**config.mk**
```make
export PLATFORM = sky130hd
export DESIGN_NAME = sfx_sequencer_flat
export DESIGN_NICKNAME = d
export VERILOG_FILES = /design/src/rtl/sfx_pkg.sv /design/src/rtl/sfx_sequencer_if.sv /design/src/rtl/sfx_prio_arb.sv /design/src/rtl/sfx_sequencer.sv /design/src/flat_wrapper.sv
export SDC_FILE = /design/constraint.sdc
export NUM_CORES = 1
export LEC_CHECK = 0
export CORE_UTILIZATION = 30
export DETAILED_ROUTE_END_ITERATION = 10
export PLACE_DENSITY = 0.49
export SYNTH_ARGS = -nofsm -noshare
export SYNTH_HDL_FRONTEND = slang
export SYNTH_SLANG_ARGS = --single-unit
export TNS_END_PERCENT = 1
```
**constraint.sdc**
```tcl
create_clock -name clk -period 2.9 [get_ports clk]
set_input_delay 0.29 -clock clk [delete_from_list [all_inputs] [get_ports clk]]
set_output_delay 0.29 -clock clk [all_outputs]
set_load 0.005 [all_outputs]
```
**src/rtl/sfx_pkg.sv**
```systemverilog
// Shared types, FSM states and the effect note ROM for the sound-effect sequencer.
package sfx_pkg;

  localparam int MAX_NOTES    = 8;
  localparam int NOTE_W       = 3;
  localparam int NUM_EFFECTS  = 4;
  localparam int ROM_PERIOD_W = 16;

  typedef enum logic [1:0] {IDLE, LOAD, PLAY} state_t;

  typedef struct packed {
    logic [ROM_PERIOD_W-1:0] period;
    logic [7:0]              dur;
    logic                    last;
  } note_t;

  localparam note_t S = '{period: 16'd0, dur: 8'd1, last: 1'b1};

  // Rows: 0 crash, 1 pickup, 2 fuel-low, 3 fixed test pattern.
  localparam note_t NOTE_ROM [NUM_EFFECTS][MAX_NOTES] = '{
    '{'{16'd5, 8'd1, 1'b0}, '{16'd0, 8'd0, 1'b0}, '{16'd4, 8'd1, 1'b1}, S, S, S, S, S},
    '{'{16'd2, 8'd1, 1'b0}, '{16'd1, 8'd2, 1'b0}, '{16'd3, 8'd1, 1'b1}, S, S, S, S, S},
    '{'{16'd6, 8'd1, 1'b0}, '{16'd7, 8'd1, 1'b1}, S, S, S, S, S, S},
    '{'{16'd3, 8'd2, 1'b0}, '{16'd0, 8'd1, 1'b0}, '{16'd2, 8'd1, 1'b1}, S, S, S, S, S}
  };

  function automatic note_t get_note(input int unsigned id, input int unsigned idx);
    logic [1:0]        e;
    logic [NOTE_W-1:0] n;
    e = id[1:0];
    n = idx[NOTE_W-1:0];
    return (id < NUM_EFFECTS && idx < MAX_NOTES) ? NOTE_ROM[e][n] : S;
  endfunction

endpackage

```
**src/rtl/sfx_sequencer_if.sv**
```systemverilog
// Request/control and note-output signals between the game logic and the sequencer.
interface sfx_sequencer_if #(parameter int NUM_REQ = 4);

  localparam int ID_W = (NUM_REQ > 1) ? $clog2(NUM_REQ) : 1;

  logic [NUM_REQ-1:0] req;
  logic               mute;
  logic               sample_en;
  logic               play;
  logic               busy;
  logic [ID_W-1:0]    active_id;
  logic               done;

  modport master (output req, mute, input sample_en, play, busy, active_id, done);
  modport slave  (input req, mute, output sample_en, play, busy, active_id, done);

endinterface

```
**src/rtl/sfx_prio_arb.sv**
```systemverilog
// Combinational fixed-priority pick: lowest set index of the pending vector wins.
module sfx_prio_arb #(
  parameter int NUM_REQ = 4,
  parameter int ID_W    = 2
) (
  input  logic [NUM_REQ-1:0] pending,
  output logic               valid,
  output logic [ID_W-1:0]    idx
);

  always_comb begin
    valid = 1'b0;
    idx   = '0;
    for (int unsigned i = 0; i < NUM_REQ; i++) begin
      if (pending[i] && !valid) begin
        valid = 1'b1;
        idx   = ID_W'(i);
      end
    end
  end

endmodule

```
**src/rtl/sfx_sequencer.sv**
```systemverilog
// Sound-effect sequencer: arbitrates effect requests and plays each as timed notes,
// generating the sine-table step enable (sample_en) and play enable.
module sfx_sequencer #(
  parameter int NUM_REQ     = 4,
  parameter int DIV_WIDTH   = 16,
  parameter int TICK_CYCLES = 500000
) (
  input logic            clk,
  input logic            resetN,
  sfx_sequencer_if.slave bus
);
  import sfx_pkg::*;

  localparam int ID_W   = (NUM_REQ > 1) ? $clog2(NUM_REQ) : 1;
  localparam int TICK_W = (TICK_CYCLES > 1) ? $clog2(TICK_CYCLES) : 1;

  state_t              state, state_nx;
  logic [NUM_REQ-1:0]  pending, clr;
  logic [ID_W-1:0]     active_id, id_nx, arb_idx;
  logic [NOTE_W-1:0]   note_idx, idx_nx;
  logic [DIV_WIDTH-1:0] period, div_cnt;
  logic [TICK_W-1:0]   tick_cnt;
  logic [7:0]          dur_cnt;
  logic                last, done_q, done_nx;
  logic                arb_valid, div_hit, tick, expire, preempt;
  note_t               rom_note;

  sfx_prio_arb #(.NUM_REQ(NUM_REQ), .ID_W(ID_W)) u_arb (
    .pending(pending),
    .valid  (arb_valid),
    .idx    (arb_idx)
  );

  assign rom_note = get_note(32'(active_id), 32'(note_idx));
  assign div_hit  = (div_cnt == period - DIV_WIDTH'(1));
  assign tick     = (tick_cnt == TICK_W'(TICK_CYCLES - 1));
  assign expire   = (state == PLAY) && tick && (dur_cnt == 8'd1);
  assign preempt  = (state == PLAY) && arb_valid && (arb_idx < active_id);

  // Only the LOAD that starts a run (note 0) consumes the request; it beats a same-cycle req.
  assign clr = (state == LOAD && note_idx == '0) ? (NUM_REQ'(1) << active_id) : '0;

  always_ff @(posedge clk or negedge resetN) begin
    if (!resetN) state <= IDLE;
    else         state <= state_nx;
  end

  always_comb begin
    state_nx = state;
    id_nx    = active_id;
    idx_nx   = note_idx;
    done_nx  = 1'b0;
    case (state)
      IDLE: begin
        if (arb_valid) begin
          state_nx = LOAD;
          id_nx    = arb_idx;
          idx_nx   = '0;
        end
      end
      LOAD: state_nx = PLAY;
      PLAY: begin
        if (preempt) begin
          state_nx = LOAD;
          id_nx    = arb_idx;
          idx_nx   = '0;
        end else if (expire) begin
          if (last) begin
            state_nx = IDLE;
            done_nx  = 1'b1;
          end else begin
            state_nx = LOAD;
            idx_nx   = note_idx + 1'b1;
          end
        end
      end
      default: state_nx = IDLE;
    endcase
  end

  always_ff @(posedge clk or negedge resetN) begin
    if (!resetN) begin
      pending   <= '0;
      active_id <= '0;
      note_idx  <= '0;
      done_q    <= 1'b0;
      period    <= '0;
      last      <= 1'b0;
      dur_cnt   <= '0;
      div_cnt   <= '0;
      tick_cnt  <= '0;
    end else begin
      pending   <= (pending | bus.req) & ~clr;
      active_id <= id_nx;
      note_idx  <= idx_nx;
      done_q    <= done_nx;
      if (state == LOAD) begin
        period   <= DIV_WIDTH'(rom_note.period);
        last     <= rom_note.last;
        dur_cnt  <= (rom_note.dur == 8'd0) ? 8'd1 : rom_note.dur;
        div_cnt  <= '0;
        tick_cnt <= '0;
      end else if (state == PLAY) begin
        div_cnt  <= div_hit ? '0 : div_cnt + 1'b1;
        tick_cnt <= tick ? '0 : tick_cnt + 1'b1;
        if (tick) dur_cnt <= dur_cnt - 8'd1;
      end
    end
  end

  assign bus.play      = (state == PLAY) && (period != '0) && !bus.mute;
  assign bus.sample_en = bus.play && div_hit;
  assign bus.busy      = (state != IDLE);
  assign bus.active_id = active_id;
  assign bus.done      = done_q;

endmodule

```
**src/flat_wrapper.sv**
```systemverilog
// flat-port wrapper written by rule: the top's interface ports become plain ports
module sfx_sequencer_flat import sfx_pkg::*;
#(
  parameter int NUM_REQ     = 4,
  parameter int DIV_WIDTH   = 16,
  parameter int TICK_CYCLES = 500000
)
  (clk, resetN, bus_req, bus_mute, bus_sample_en, bus_play, bus_busy, bus_active_id, bus_done);
  sfx_sequencer_if #(.NUM_REQ(NUM_REQ)) bus_i ();
  input logic clk;
  input logic resetN;
  input wire logic [$bits(bus_i.req)-1:0] bus_req;
  input wire logic [$bits(bus_i.mute)-1:0] bus_mute;
  output wire logic [$bits(bus_i.sample_en)-1:0] bus_sample_en;
  output wire logic [$bits(bus_i.play)-1:0] bus_play;
  output wire logic [$bits(bus_i.busy)-1:0] bus_busy;
  output wire logic [$bits(bus_i.active_id)-1:0] bus_active_id;
  output wire logic [$bits(bus_i.done)-1:0] bus_done;
  assign bus_i.req = bus_req;
  assign bus_i.mute = bus_mute;
  assign bus_sample_en = bus_i.sample_en;
  assign bus_play = bus_i.play;
  assign bus_busy = bus_i.busy;
  assign bus_active_id = bus_i.active_id;
  assign bus_done = bus_i.done;
  sfx_sequencer #(.NUM_REQ(NUM_REQ), .DIV_WIDTH(DIV_WIDTH), .TICK_CYCLES(TICK_CYCLES)) u_core (.clk(clk), .resetN(resetN), .bus(bus_i));
endmodule
```
# After elaboration in Yosys (flattened, before gate mapping)
# Index checks and enable logic that the tools add are counted.
# op_classes
reduce_logical,27
order_cmp,3
n_addsub,5
bitwise_logic,5
n_mux,41
shifts,1
eq_ne,9
# op_table
operator,n
binary-select mux 200 bit (select 2 bit),1
2-to-1 mux 200 bit,2
binary-select mux 25 bit (select 3 bit),1
2-to-1 mux 19 bit,3
2-to-1 mux 25 bit,2
2-to-1 mux 16 bit,3
2-to-1 mux 8 bit,4
"adder 19 x 1 -> 19 bit, second input constant",1
"equality test 19 bit, second input constant",1
"adder 16 x 1 -> 16 bit, second input constant",1
equality test 16 bit,1
nonzero test 16 bit,1
"subtractor 16 x 1 -> 16 bit, second input constant",1
2-to-1 mux 2 bit,7
2-to-1 mux 3 bit,4
logical AND 1 bit,11
2-to-1 mux 1 bit,10
"equality test 8 x 1 -> 1 bit, second input constant",1
zero test 8 bit,1
nonzero test 2 bit,4
"subtractor 8 x 1 -> 8 bit, second input constant",1
one-hot mux 2 bit (3 select lines),1
one-hot mux 3 bit (2 select lines),1
bitwise AND 4 bit,1
22 further kinds,27
# totals
wordCells,101
inputBits,7
regBits,72
out_inout_bits,6

# Logic depth before layout (Yosys ltp)
# depth
word_depth,14
mapped_depth,9
depth_no_buf,8

# Modules after synthesis
# Synthesis repeated with hierarchy kept, for this count alone.
# unflattened
hier_cells,364
area_unflattened_um2,3440.8
# modules_own_cells
mod,area_each_um2,n_inst,cells_each,seq_area_each_um2
sfx_sequencer,3405.8,1,357,1476.4
sfx_prio_arb,35.0,1,7,0.0

# Worst setup path after synthesis
# Ideal clock, no wire load.
# synth_path
path_type,register -> register
startpoint,register u_core.tick_cnt[0]
endpoint,register u_core.note_idx[0]
arrival_time_ns,2.109
period_less_slack_ns,2.192
slack_ns,0.708
path_stages_with_launch,8
t_required_ns,2.817
n_path_buf,1
setup_ns,0.083
path_cell_list,dfrtp_1 ha_1 and4_1 clkbuf_1 nand4_1 or4_4 or4_1 o21ai_0
# synth_between
elab_chain_len,5
# synth_rtl
element,line_no,rtl
start: declaration,sfx_sequencer.sv:22,logic [TICK_W-1:0] tick_cnt;
start signal: assignment,sfx_sequencer.sv:105,tick_cnt <= tick ? '0 : tick_cnt + 1'b1;
equality test 19 bit,sfx_sequencer.sv:36,assign tick = (tick_cnt == TICK_W'(TICK_CYCLES - 1));
logical AND 1 bit (2 in series),sfx_sequencer.sv:37,assign expire = (state == PLAY) && tick && (dur_cnt == 8'd1);
!= test 3 x 1 -> 1 bit (no line),-,
AND reduction 4 bit (no line),-,
end signal: assignment,sfx_sequencer.sv:95,note_idx <= idx_nx;
end: declaration,sfx_sequencer.sv:20,"logic [NOTE_W-1:0] note_idx, idx_nx;"
# No other way between the ends.
# A chain may end at the register's enable or synchronous reset.

# Worst setup path in the final report
# layout_path
startpoint,register u_core.period[0]
endpoint,output bus_sample_en
# layout_between
elab_chain_len,4
word_cells_on_any_way,6
cone_classes,1 x add/sub; 1 x eq/ne; 4 x reduce/logical
# layout_rtl
element,line_no,rtl
start: declaration,sfx_sequencer.sv:21,"logic [DIV_WIDTH-1:0] period, div_cnt;"
start signal: assignment,sfx_sequencer.sv:98,period <= DIV_WIDTH'(rom_note.period);
"parallel branches: the longest is 3 deep, another holds subtractor 16 x 1 -> 16 bit",-,
logical AND 1 bit (*),sfx_sequencer.sv:112,assign bus.sample_en = bus.play && div_hit;
end: declaration,flat_wrapper.sv:14,output wire logic [$bits(bus_i.sample_en)-1:0] bus_sample_en;
# Mark *: on every way between the ends.

==> results.toml <==
[die]
die_w_um = 111
start_util_pct = 31.0
core.rowCount = 39
io_pins = 13
core_area_sq_um = 11500
dieHeight_um = 111
design.die.area_sq_um = 12300

[clock_tree]
worst_skew_pair.late_latency_ps = 330
clkTransAtPathRegs_ps = 50
hold_buffers = 0
htreeDepth = 3
clock_tree.buffer_depth = 2
cts_tree = "built"
root_buffer = "clkbuf_16"
cts_buffers = 9
clock-sinks = 59

[yosys]
synth_cell_type_count = 53
ys_warn_count = 0
synth_area_per_cell_sq_um = 9.03
synth_area_leader_cell = "dfrtp_1"
ys_ff_latch = 59
ys_async_sr_fraction_pct = 100
syn_nets = 421
ys.flop_type = "dfrtp_1"
netlist_top_cells_area = "dfrtp_1, ha_1, nor2_1, xor2_1, mux2i_1"
synth_top_area_share_pct = 41.4
syn_inst = 395
synth_edf_count = 0
netlist_area_sq_um = 3570
yosysSeqAreaShare_pct = 41.4

[sta]
fin_crit_ps = 2650
worst_slew_pin_slew_ps = 1080
rsz0062_at_grt = "false"
setup_violations = 0
finClkSkew_ps = 7.35
finalSetupTns_ps = 0
final_hold_viol_count = 0
max_freq_mhz = 377
drv_slew = 0
fin_crit_sh_pct = 91.4
fin_ws_ps = 248
max_slew_margin_pct = 28.3

[power]
seqPwrFrac_pct = 32.3
internal_power_w = 0.00221
p_clk_share_pct = 25.6
power_w = 0.00367
switching_share_pct = 39.7
power_frac_comb_pct = 42.1
leakage_nw = 1.71
ir_drop_uv = 460
p_per_area_nw_per_um2 = 884
power_switching_w = 0.00146

[worst_setup_path]
worstPathMaxFanout = 3
start_kind = "flop"
end_kind = "primary output"
cp_slowest_cell = "dfrtp_1"
path_cells = "inv_1, ha_1, ha_2, xor2_1, o2111ai_1, a211o_1, nor4b_2, dlygate4sd2_1"
critPathMaxStageDelay_ps = 370
required_ps = 2610
crit_arrival_ps = 2360
worstSetupPathType = "reg2out"

[final_layout]
seq_area_sq_um = 1480
antennaDiodeCount = 0
layout_common_cells = "dfrtp_1, nor2_1, nand2_1, inv_1, o21ai_0"
multiInputGateArea_sq_um = 1960
area_growth_pct = 16.4
final_common_cell = "dfrtp_1"
drive_gt1_share_pct = 7.51
layout.cells.non_filler = 556
fin_nets = 438
n_fill_cell = 1187

[outcome]
status = "finished, final reports clean"

[place]
globalplace.congestion = 0.746
dp_slack_ps = 267
hpwl_mm = 6.00
placed_cells = 543
io_buffers = 12

[global_routing]
grt_start_max_net_pins = 45
grt-ovfl-total = 0
grt_pass1_wl_mm = 14.3
antenna_found_initial = 0
grt_pass1_vias = 2796
grt_util_all_layers_pct = 14.9

[route]
postRouteAntennaNets = 0
vias = 2954
routed_wl_mm = 8.53
viasPerCell = 5.31
drc = 0
drt-initial-drc-count = 101
wl_per_cell_um = 15.3
first_pass_iters = 5

[min_path]
min_path_type = "in2async"

[flow_run]
max_cap_viol_count = 0
-- metal layers --
layer / GRT usage [%] / wire length, um / vias up
li1: - / - / 1475
met2: 22.8 / 3860 / 36
met1: 20.0 / 4270 / 1432
met4: 6.76 / 159 / 0
met5: 0 / 0 / -
met3: 3.66 / 246 / 11
-- critical path: cells and delay by family (launching register included) --
family	cells	cell delay, ps
DFF	1	370
buffers and inverters	2	340
xor gates and xnor gates	1	150
adders and majority gates	2	520
and+or+nand+nor	1	200
AOI/OAI and AO/OA	2	470
-- synthesized netlist by cell type (3+ instances only) --
master	instances
dfrtp_1	59
nor2_1	52
nand2_1	23
inv_1	22
o21ai_0	21
ha_1	19
nor3_1	18
nand3_1	16
a21oi_1	15
clkbuf_1	15
nand4_1	15
xor2_1	14
mux2i_1	12
o2bb2ai_1	10
and3_1	6
and4_1	6
o22ai_1	6
o31ai_1	6
nand2b_1	4
xnor2_1	4
and2_1	3
nor3b_1	3
nor4_1	3
o21a_1	3
o41ai_1	3
-- worst paths after layout --
check | startpoint | end | slack, ps | cells past startpoint
worst max-delay path | u_core.period[0]$_DFFE_PN0N_ | bus_sample_en | 250 | 8
worst min-delay path | resetN | u_core.div_cnt[13]$_DFFE_PN0P_ | 140 | 1
worst max register to register | u_core.pending[2]$_DFF_PN0_ | u_core.state[1]$_DFFE_PN0P_ | 410 | 7
worst min register to register | u_core.dur_cnt[6]$_DFFE_PN0P_ | u_core.dur_cnt[6]$_DFFE_PN0P_ | 530 | 1
max in group asynchronous | resetN | u_core.tick_cnt[14]$_DFFE_PN0P_ | 1990 | 2
min in group clk | u_core.dur_cnt[6]$_DFFE_PN0P_ | u_core.dur_cnt[6]$_DFFE_PN0P_ | 530 | 1
-- state kept, by name, indices dropped and copies added (netlist names) --
signal / count
u_core.bus.active_id: 2
u_core.bus.done: 1
u_core.div_cnt: 16
u_core.dur_cnt: 8
u_core.last: 1
u_core.note_idx: 3
u_core.pending: 4
u_core.period: 3
u_core.state: 2
u_core.tick_cnt: 19
-- kinds of logic (layout without fill, tap and decap cells) --
logic type                 count (synthesis)  in the layout  synth area share (%)
AOI/OAI and AO/OA                         85             85                  16.1
xor gates and xnor gates                  18             18                  4.42
adders and majority gates                 19             19                  6.66
buffers and inverters                     38             56                  4.03
DFF                                       59             59                  41.4
muxes                                     13             13                  3.68
and+or+nand+nor                          163            163                  23.7
-- power by group through the flow --
| stage | Combinational, W | Clock, W | Sequential [W] |
|---|---|---|---|
| finish | 0.00155 | 0.000939 | 0.00118 |
| global route | 0.00175 | 0.00101 | 0.00121 |
| CTS | 0.00157 | 0.000977 | 0.00118 |
| detailed placement | 0.00155 | 0 | 0.00119 |
| global placement | 0.00154 | 0 | 0.00119 |
| floorplan | 0.00112 | 0 | 0.00112 |
-- repair_timing --
item | CTS | global route
setup buffers | 1 | 0
setup endpoints to repair | 1 | 0
gates resized for setup | 3 | 0
-- cell type report --
class / instances / share of cell area (%)
flip-flops and latches: 59 / 35.6
inverters: 22 / 1.99
clock buffers: 12 / 6.18
repair buffers: 22 / 4.85
well taps: 143 / 4.31
multi-input cells: 298 / 47.1
-- through the flow --
stage / hold slack (ps) / utilization, % / area, sq um
global route: 251 / 36.0 / 4150
detailed placement: 510 / 33.7 / 3880
global placement: 507 / 33.7 / 3880
CTS: 190 / 36.0 / 4150
floorplan: -5.59 / - / 3570
finish: 142 / 36.0 / 4150
Power figures use the tool's default switching activity.
